`config.mk`:
```
export PLATFORM = sky130hd
export DESIGN_NAME = serial_adder_ctrl
export DESIGN_NICKNAME = d
export VERILOG_FILES = /design/src/rtl/serial_adder_ctrl.sv
export SDC_FILE = /design/constraint.sdc
export NUM_CORES = 1
export LEC_CHECK = 0
export ABC_CLOCK_PERIOD_IN_PS = 3000
export CORE_ASPECT_RATIO = 0.7
export CORE_MARGIN = 4
export CORE_UTILIZATION = 50
export CTS_BUF_LIST = sky130_fd_sc_hd__clkbuf_4
export DETAILED_ROUTE_END_ITERATION = 12
export PLACE_DENSITY = 0.82
export SYNTH_ARGS = -nofsm -noshare
export SYNTH_HDL_FRONTEND = slang
export SYNTH_SLANG_ARGS = --single-unit
export TNS_END_PERCENT = 10
```
`constraint.sdc`:
```
create_clock -name clk -period 3 [get_ports clk]
set_input_delay 0.9 -clock clk [delete_from_list [all_inputs] [get_ports clk]]
set_output_delay 0.9 -clock clk [all_outputs]
set_load 0.005 [all_outputs]
```
`src/rtl/serial_adder_ctrl.sv`:
```
// Bit-serial adder: one full adder, one bit per clock, LSB first, valid/ready on both sides.
// Optional subtract mode is enabled by defining SERIAL_ADDER_SUB_EN.
module full_adder (
    input  logic a,
    input  logic b,
    input  logic ci,
    output logic s,
    output logic co
);
    assign s  = a ^ b ^ ci;
    assign co = (a & b) | (ci & (a ^ b));
endmodule

module serial_adder_ctrl #(
    parameter int WIDTH = 16
) (
    input  logic             clk,
    input  logic             rst,
    input  logic             in_valid,
    output logic             in_ready,
    input  logic [WIDTH-1:0] A,
    input  logic [WIDTH-1:0] B,
    input  logic             Cin,
`ifdef SERIAL_ADDER_SUB_EN
    input  logic             Sub,
`endif
    output logic             out_valid,
    input  logic             out_ready,
    output logic [WIDTH-1:0] S,
    output logic             C
);
    localparam int CW = $clog2(WIDTH);
    localparam logic [CW-1:0] LAST = CW'(WIDTH - 1);

    typedef enum logic [1:0] {IDLE, RUN, DONE} state_t;

    state_t           state_reg;
    logic [WIDTH-1:0] a_reg;
    logic [WIDTH-1:0] b_reg;
    logic [WIDTH-1:0] s_reg;
    logic [CW-1:0]    cnt_reg;
    logic             carry_reg;
    logic             c_reg;
    logic             in_ready_reg;
    logic             out_valid_reg;

    logic [WIDTH-1:0] b_load;
    logic             carry_load;
    logic             fa_s;
    logic             fa_co;

    // Subtraction is A + ~B + 1, so only the B load value and initial carry change.
    always_comb begin
        b_load     = B;
        carry_load = Cin;
`ifdef SERIAL_ADDER_SUB_EN
        if (Sub) begin
            b_load     = ~B;
            carry_load = 1'b1;
        end
`endif
    end

    full_adder u_fa (
        .a  (a_reg[0]),
        .b  (b_reg[0]),
        .ci (carry_reg),
        .s  (fa_s),
        .co (fa_co)
    );

    always_ff @(posedge clk) begin
        if (rst) begin
            state_reg     <= IDLE;
            a_reg         <= '0;
            b_reg         <= '0;
            s_reg         <= '0;
            cnt_reg       <= '0;
            carry_reg     <= 1'b0;
            c_reg         <= 1'b0;
            in_ready_reg  <= 1'b1;
            out_valid_reg <= 1'b0;
        end else begin
            case (state_reg)
                IDLE: begin
                    if (in_valid) begin
                        a_reg        <= A;
                        b_reg        <= b_load;
                        carry_reg    <= carry_load;
                        cnt_reg      <= '0;
                        in_ready_reg <= 1'b0;
                        state_reg    <= RUN;
                    end
                end
                RUN: begin
                    // Sum bits enter at the MSB so the first (LSB) result lands at bit 0 after WIDTH steps.
                    s_reg     <= {fa_s, s_reg[WIDTH-1:1]};
                    carry_reg <= fa_co;
                    a_reg     <= a_reg >> 1;
                    b_reg     <= b_reg >> 1;
                    if (cnt_reg == LAST) begin
                        c_reg         <= fa_co;
                        out_valid_reg <= 1'b1;
                        state_reg     <= DONE;
                    end else begin
                        cnt_reg <= cnt_reg + CW'(1);
                    end
                end
                DONE: begin
                    if (out_ready) begin
                        out_valid_reg <= 1'b0;
                        in_ready_reg  <= 1'b1;
                        state_reg     <= IDLE;
                    end
                end
                default: begin
                    state_reg     <= IDLE;
                    in_ready_reg  <= 1'b1;
                    out_valid_reg <= 1'b0;
                end
            endcase
        end
    end

    assign in_ready  = in_ready_reg;
    assign out_valid = out_valid_reg;
    assign S         = s_reg;
    assign C         = c_reg;
endmodule

```
==> flow_metrics.py, run 1 <==
metrics = {
    "floorplan": {
        "rows": 22,
        "initial_core_util_pct": 51.8,
        "ios": 56,
        "die-area_sq_um": 6710,
        "dieHeight_um": 69.8,
        "core_area_sq_um": 5260,
        "fp.dieW_um": 96.2,
    },
    "worst_hold_path": {
        "hp-class": "reg -> reg",
    },
    "global_routing": {
        "met3_usage_pct": 5.97,
        "grt_use_total_pct": 17.5,
        "grt_pass1_vias": 2000,
        "antenna_found_initial": 0,
        "met1_usage_pct": 22.7,
        "grt_overflow": 0,
        "use_met2_pct": 26.7,
        "grt_max_degree": 51,
        "grt-busiest-layer": "met2",
        "grt_pass1_wl_um": 9220,
    },
    "clock_network": {
        "htree_levels": 3,
        "clockRootBuffer": "clkbuf_4",
        "insertion_delay_ps": 390,
        "clock-sinks": 58,
        "path_clk_slew_ps": 90,
        "cts_max_path_buffers": 2,
        "cts_tree": "built",
        "cts_buffers": 9,
        "cts_resized": 0,
        "cts_hold_buf": 0,
        "postCtsSetupRepairBufs": 0,
    },
    "timing": {
        "fin_skew_ps": 7.76,
        "period_needed_ps": 2170,
        "worst_hold_slack_ps": 472,
        "tns_ps": 0,
        "fin_crit_sh_pct": 72.3,
        "maxSlewViolCount": 0,
        "max_freq_mhz": 461,
        "fin_ws_ps": 832,
        "worst_slew_pin_slew_ps": 660,
        "slew_headroom_pct": 56.0,
        "finalHoldViolations": 0,
        "setup_viol": 0,
        "rsz0062_at_grt": "false",
    },
    "worst_setup_path": {
        "cpLargestDelayFamily": "buffers and inverters",
        "critPathSlowestCell": "clkdlybuf4s50_1",
        "startpoint_type": "flop",
        "max_stage_delay_ps": 510,
        "worstPathArrival_ps": 1270,
        "critPathRequiredTime_ps": 2100,
        "cp-end-kind": "output port",
        "worstPathMaxFanout": 3,
        "crit_type": "reg -> out",
        "crit_chain": "clkdlybuf4s50_1",
        "worst-path-buf-inv": 1,
    },
    "synth": {
        "syn-num-nets": 335,
        "yosys_register_bits": 58,
        "ys_seq_area_share_pct": 42.6,
        "synth_area_sq_um": 2730,
        "syn_inst": 296,
        "synth_area_leaders": "dfxtp_1 43%, a211oi_2 14%, nand2_1 8.8%",
        "yosysTopAreaCellShare_pct": 42.6,
        "synth_area_per_cell_sq_um": 9.21,
        "ys_warn_count": 0,
        "synth_cell_types": 34,
        "yosysTopAreaCell": "dfxtp_1",
    },
    "pwr": {
        "peakVddDrop_mv": 0.249,
        "p_sw_mw": 0.442,
        "power.share.sequential_pct": 54.2,
        "p_leak_nw": 1.19,
        "pwr-share-clk_pct": 28.7,
        "swShare_pct": 28.4,
        "power.internal_mw": 1.12,
        "power_density_nw_per_um2": 467,
        "power_mw": 1.56,
        "combPwrFrac_pct": 17.1,
    },
    "job": {
        "cap_viol_max_count": 0,
    },
    "finish": {
        "layout_commonest_cell": "nand2_1",
        "num-nets-final": 381,
        "layout_common_cells": "64 x nand2_1, 58 x dfxtp_1, 54 x clkdlybuf4s50_1",
        "num_antenna_cells": 0,
        "area_growth_syn_to_layout_pct": 22.5,
        "final_cell_area_sq_um": 3340,
        "layout-drive-gt1-share_pct": 23.9,
    },
    "routing": {
        "drc": 0,
        "postRouteAntennaNets": 0,
        "drt_iter0_drc": 121,
        "vias": 2161,
        "wirelength_um": 5700,
        "drtPass1Iterations": 4,
        "drt-wirelength-per-cell_um": 13.6,
        "via_per_inst": 5.16,
    },
    "placement": {
        "pre_cts_ws_ps": 500,
        "place_area_sq_um": 3230,
        "dp_hpwl_um": 3730,
        "port_buffers": 55,
        "place.gp.congestion": 0.743,
    },
    "run_status": {
        "outcome": "complete, no violations",
    },
}
-- worst paths after layout --
kind / start / end / slack [ps] / depth (start not counted)
max: S[3] / S[3] / 830 / 1
min: S[9] / S[8] / 470 / 2
max reg2reg: state_reg[0] / a_reg[0] / 980 / 4
min reg2reg: S[9] / S[8] / 470 / 2
-- per-stage QoR --
stage	std cells	utilization [%]
5_1_grt	419	63.5
2_1_floorplan	296	-
4_1_cts	419	63.5
3_5_place_dp	403	61.5
6_report	419	63.5
3_3_place_gp	403	61.5
-- Yosys cell counts, drive strengths merged --
cell	n
a211oi	31
a21oi	52
a22oi	2
a31oi	1
and2b	1
and4	1
buf	20
clkbuf	6
dfxtp	58
fa	1
ha	1
mux2i	1
nand2	64
nand2b	4
nand3	2
nand4	3
nor2	35
nor3	2
nor3b	1
o2111a	1
o21a	1
o21ai	3
o21ba	1
o21bai	2
or3	1
or4	1
-- per-layer routing --
layer,vias to the layer above,wire [um]
met5,-,0
met4,0,78
met3,6,222
met2,40,2680
met1,1000,2720
li1,1115,-
-- power groups by stage --
stage | Clock [mW] | Combinational, mW | Sequential, mW
4_1_cts | 0.461 | 0.269 | 0.845
3_5_place_dp | 0 | 0.267 | 0.863
5_1_grt | 0.491 | 0.290 | 0.851
3_3_place_gp | 0 | 0.261 | 0.862
6_report | 0.447 | 0.266 | 0.845
2_1_floorplan | 0 | 0.203 | 0.854
-- cells by family after synthesis --
group | after synthesis | synth area share [%]
adder cells (fa/ha/maj) | 2 | 1.19
AND/OR/NAND/NOR | 115 | 17.7
AO/OA/AOI/OAI | 94 | 30.6
flip-flops | 58 | 42.6
buffers and inverters | 26 | 7.53
multiplexers | 1 | 0.367
-- area by class of cell --
cell class	instances	area, sq um
Clock inverter	5	21.3
Timing Repair Buffer	61	616
Sequential cell	58	1160
Clock buffer	11	82.6
Fill cell	451	1920
Tap cell	72	90.1
Multi-Input combinational cell	212	1370
Power figures use the tool's default switching activity.
==> inputs of run 2 (changes only) <==
--- a/config.mk
+++ b/config.mk
@@ -5,13 +5,13 @@
 export SDC_FILE = /design/constraint.sdc
 export NUM_CORES = 1
 export LEC_CHECK = 0
-export ABC_CLOCK_PERIOD_IN_PS = 3000
+export ABC_CLOCK_PERIOD_IN_PS = 1900
 export CORE_ASPECT_RATIO = 0.7
 export CORE_MARGIN = 4
-export CORE_UTILIZATION = 50
+export CORE_UTILIZATION = 48
 export CTS_BUF_LIST = sky130_fd_sc_hd__clkbuf_4
 export DETAILED_ROUTE_END_ITERATION = 12
-export PLACE_DENSITY = 0.82
+export PLACE_DENSITY = 0.83
 export SYNTH_ARGS = -nofsm -noshare
 export SYNTH_HDL_FRONTEND = slang
 export SYNTH_SLANG_ARGS = --single-unit
==> constraint.sdc (replaced) <==
create_clock -name clk -period 1.9 [get_ports clk]
set_input_delay 0.57 -clock clk [delete_from_list [all_inputs] [get_ports clk]]
set_output_delay 0.57 -clock clk [all_outputs]
set_load 0.005 [all_outputs]
==> run 2 against run 1 <==
Non-clock buffer count rose by 8. Largest power group unchanged. Critical path type unchanged. First-iteration DRC count rose by 21%. Global-route usage fell by 0.30 points. Highest routed layer unchanged. Cell count rose by 1.7%. Power rose by 56%. Critical path depth did not move. Count of clock-buffer cells in the layout fell by 2. Clock skew rose by 1.6 ps.
==> flow_metrics.py, run 2 (same netlist as run 1, synthesis figures left out) <==
metrics = {
    "routing": {
        "vias": 2195,
        "postRouteAntennaNets": 0,
        "drtPass1Iterations": 4,
        "drt-wirelength-per-cell_um": 13.6,
        "drt_iter0_drc": 147,
        "drc": 0,
        "via_per_inst": 5.15,
        "wirelength_um": 5790,
    },
    "timing": {
        "slew_headroom_pct": 73.7,
        "worst_slew_pin_slew_ps": 395,
        "finalHoldViolations": 0,
        "period_needed_ps": 1820,
        "fin_crit_sh_pct": 95.8,
        "setup_viol": 0,
        "rsz0062_at_grt": "false",
        "tns_ps": 0,
        "max_freq_mhz": 549,
        "fin_ws_ps": 78.9,
        "fin_skew_ps": 9.33,
        "maxSlewViolCount": 0,
    },
    "finish": {
        "layout_common_cells": "64 x nand2_1, 50 x clkdlybuf4s50_1, 44 x dfxtp_1",
        "area_growth_syn_to_layout_pct": 26.2,
        "fin_cells": 426,
        "num-nets-final": 389,
        "multiInputGateArea_sq_um": 1370,
        "regArea_sq_um": 1180,
        "fillerInstances": 449,
        "layout-drive-gt1-share_pct": 29.1,
        "num_antenna_cells": 0,
        "layout_commonest_cell": "nand2_1",
    },
    "worst_setup_path": {
        "cp-end-kind": "output port",
        "crit_chain": "clkdlybuf4s50_1",
        "crit_type": "reg -> out",
        "worstPathArrival_ps": 1250,
        "startpoint_type": "flop",
        "critPathRequiredTime_ps": 1330,
        "cp-startpoint": "in_ready",
        "worst-path-buf-inv": 1,
        "critPathSlowestCell": "clkdlybuf4s50_1",
        "worstReg2RegStart": "state_reg[0]",
        "cpLargestDelayFamily": "buffers and inverters",
        "worstPathMaxFanout": 2,
        "max_stage_delay_ps": 510,
    },
    "floorplan": {
        "core_area_sq_um": 5370,
        "fp.dieW_um": 98.1,
        "die-area_sq_um": 6970,
        "initial_core_util_pct": 50.8,
        "dieHeight_um": 71.0,
        "ios": 56,
        "rows": 22,
    },
    "pwr": {
        "p_leak_nw": 1.32,
        "swShare_pct": 28.5,
        "power.internal_mw": 1.74,
        "combPwrFrac_pct": 18.2,
        "pwr-share-clk_pct": 27.0,
        "power.share.sequential_pct": 54.8,
        "power_density_nw_per_um2": 709,
        "peakVddDrop_mv": 0.525,
        "power_mw": 2.44,
        "p_sw_mw": 0.695,
    },
    "global_routing": {
        "grt_max_degree": 39,
        "grt_pass1_wl_um": 9530,
        "antenna_found_initial": 0,
        "grt_pass1_vias": 2070,
        "grt_use_total_pct": 17.2,
        "grt_overflow": 0,
    },
    "worst_hold_path": {
        "hp-class": "reg -> reg",
        "min-delay-start": "S[0]",
    },
    "run_status": {
        "outcome": "complete, no violations",
    },
    "clock_network": {
        "cts_tree": "built",
        "path_clk_slew_ps": 90,
        "clockRootBuffer": "clkbuf_4",
        "cts_max_path_buffers": 2,
        "cts_buffers": 9,
        "insertion_delay_ps": 390,
        "htree_levels": 3,
        "clock-sinks": 58,
    },
    "placement": {
        "place.gp.congestion": 0.774,
        "dp_cells": 411,
        "port_buffers": 55,
        "pre_cts_ws_ps": 7.75,
        "dp_hpwl_um": 4130,
    },
    "job": {
        "cap_viol_max_count": 0,
    },
}
run 2: cell types whose count changed in the layout (fill, tap and decap cells not counted):
cell and change:
buf_4 +6, dfxtp_1 -14, dfxtp_2 +14, buf_12 +2
dlymetal6s2s_1 +4, clkbuf_4 -2, clkdlybuf4s50_1 -4, clkinv_1 +1
run 2: power by group through the flow:
stage / combinational, mW / sequential (mW) / clock, mW
CTS: 0.449 / 1.34 / 0.686
floorplan: 0.321 / 1.35 / 0
global route: 0.485 / 1.34 / 0.741
finish: 0.445 / 1.33 / 0.658
detailed placement: 0.447 / 1.36 / 0
global placement: 0.436 / 1.36 / 0
run 2: what timing repair did:
action                                  CTS  global route
hold buffers                              0             0
hold endpoints to repair                  0             0
setup buffers                             0             0
resized for setup                         0            18
endpoints found under the setup margin    0            16
run 2: routing by layer:
| metal | vias up | global-route usage [%] | share of wire (%) |
|---|---|---|---|
| met5 | - | 0 | 0 |
| met4 | 0 | 4.61 | 1.2 |
| met3 | 9 | 8.37 | 4.8 |
| met2 | 39 | 28.1 | 48 |
| met1 | 1015 | 20.4 | 46 |
| li1 | 1132 | - | - |
run 2: worst paths after layout:
path              slack (ps)  cells after the start       end
setup reg to reg         310                      4  b_reg[0]
hold reg to reg          460                      2      S[0]
hold / removal           460                      2      S[0]
setup / recovery          80                      1  in_ready
run 2: cell type report:
type | count | area share [%]
multi-input cells | 212 | 39.8
flip-flops and latches | 58 | 34.3
repair buffers | 69 | 20.7
clock buffers | 9 | 1.96
well taps | 72 | 2.62
clock inverters | 6 | 0.728
run 2: stage by stage:
step                      hold WS [ps]  util (%)  cell area [sq um]
after floorplan                    453         -               2730
after global placement             445      61.8               3320
after detailed placement           458      61.8               3320
after CTS                          469      63.6               3410
after global routing               472      64.1               3440
final                              459      64.1               3440
==> inputs of run 3 (changes only) <==
--- a/config.mk
+++ b/config.mk
@@ -10,8 +10,10 @@
 export CORE_MARGIN = 4
 export CORE_UTILIZATION = 48
 export CTS_BUF_LIST = sky130_fd_sc_hd__clkbuf_4
+export CTS_CLUSTER_DIAMETER = 200
 export DETAILED_ROUTE_END_ITERATION = 12
 export PLACE_DENSITY = 0.83
+export SLEW_MARGIN = 0
 export SYNTH_ARGS = -nofsm -noshare
 export SYNTH_HDL_FRONTEND = slang
 export SYNTH_SLANG_ARGS = --single-unit
==> results of run 3 <==
Final layout, timing and power as in run 2 (identical DEF).
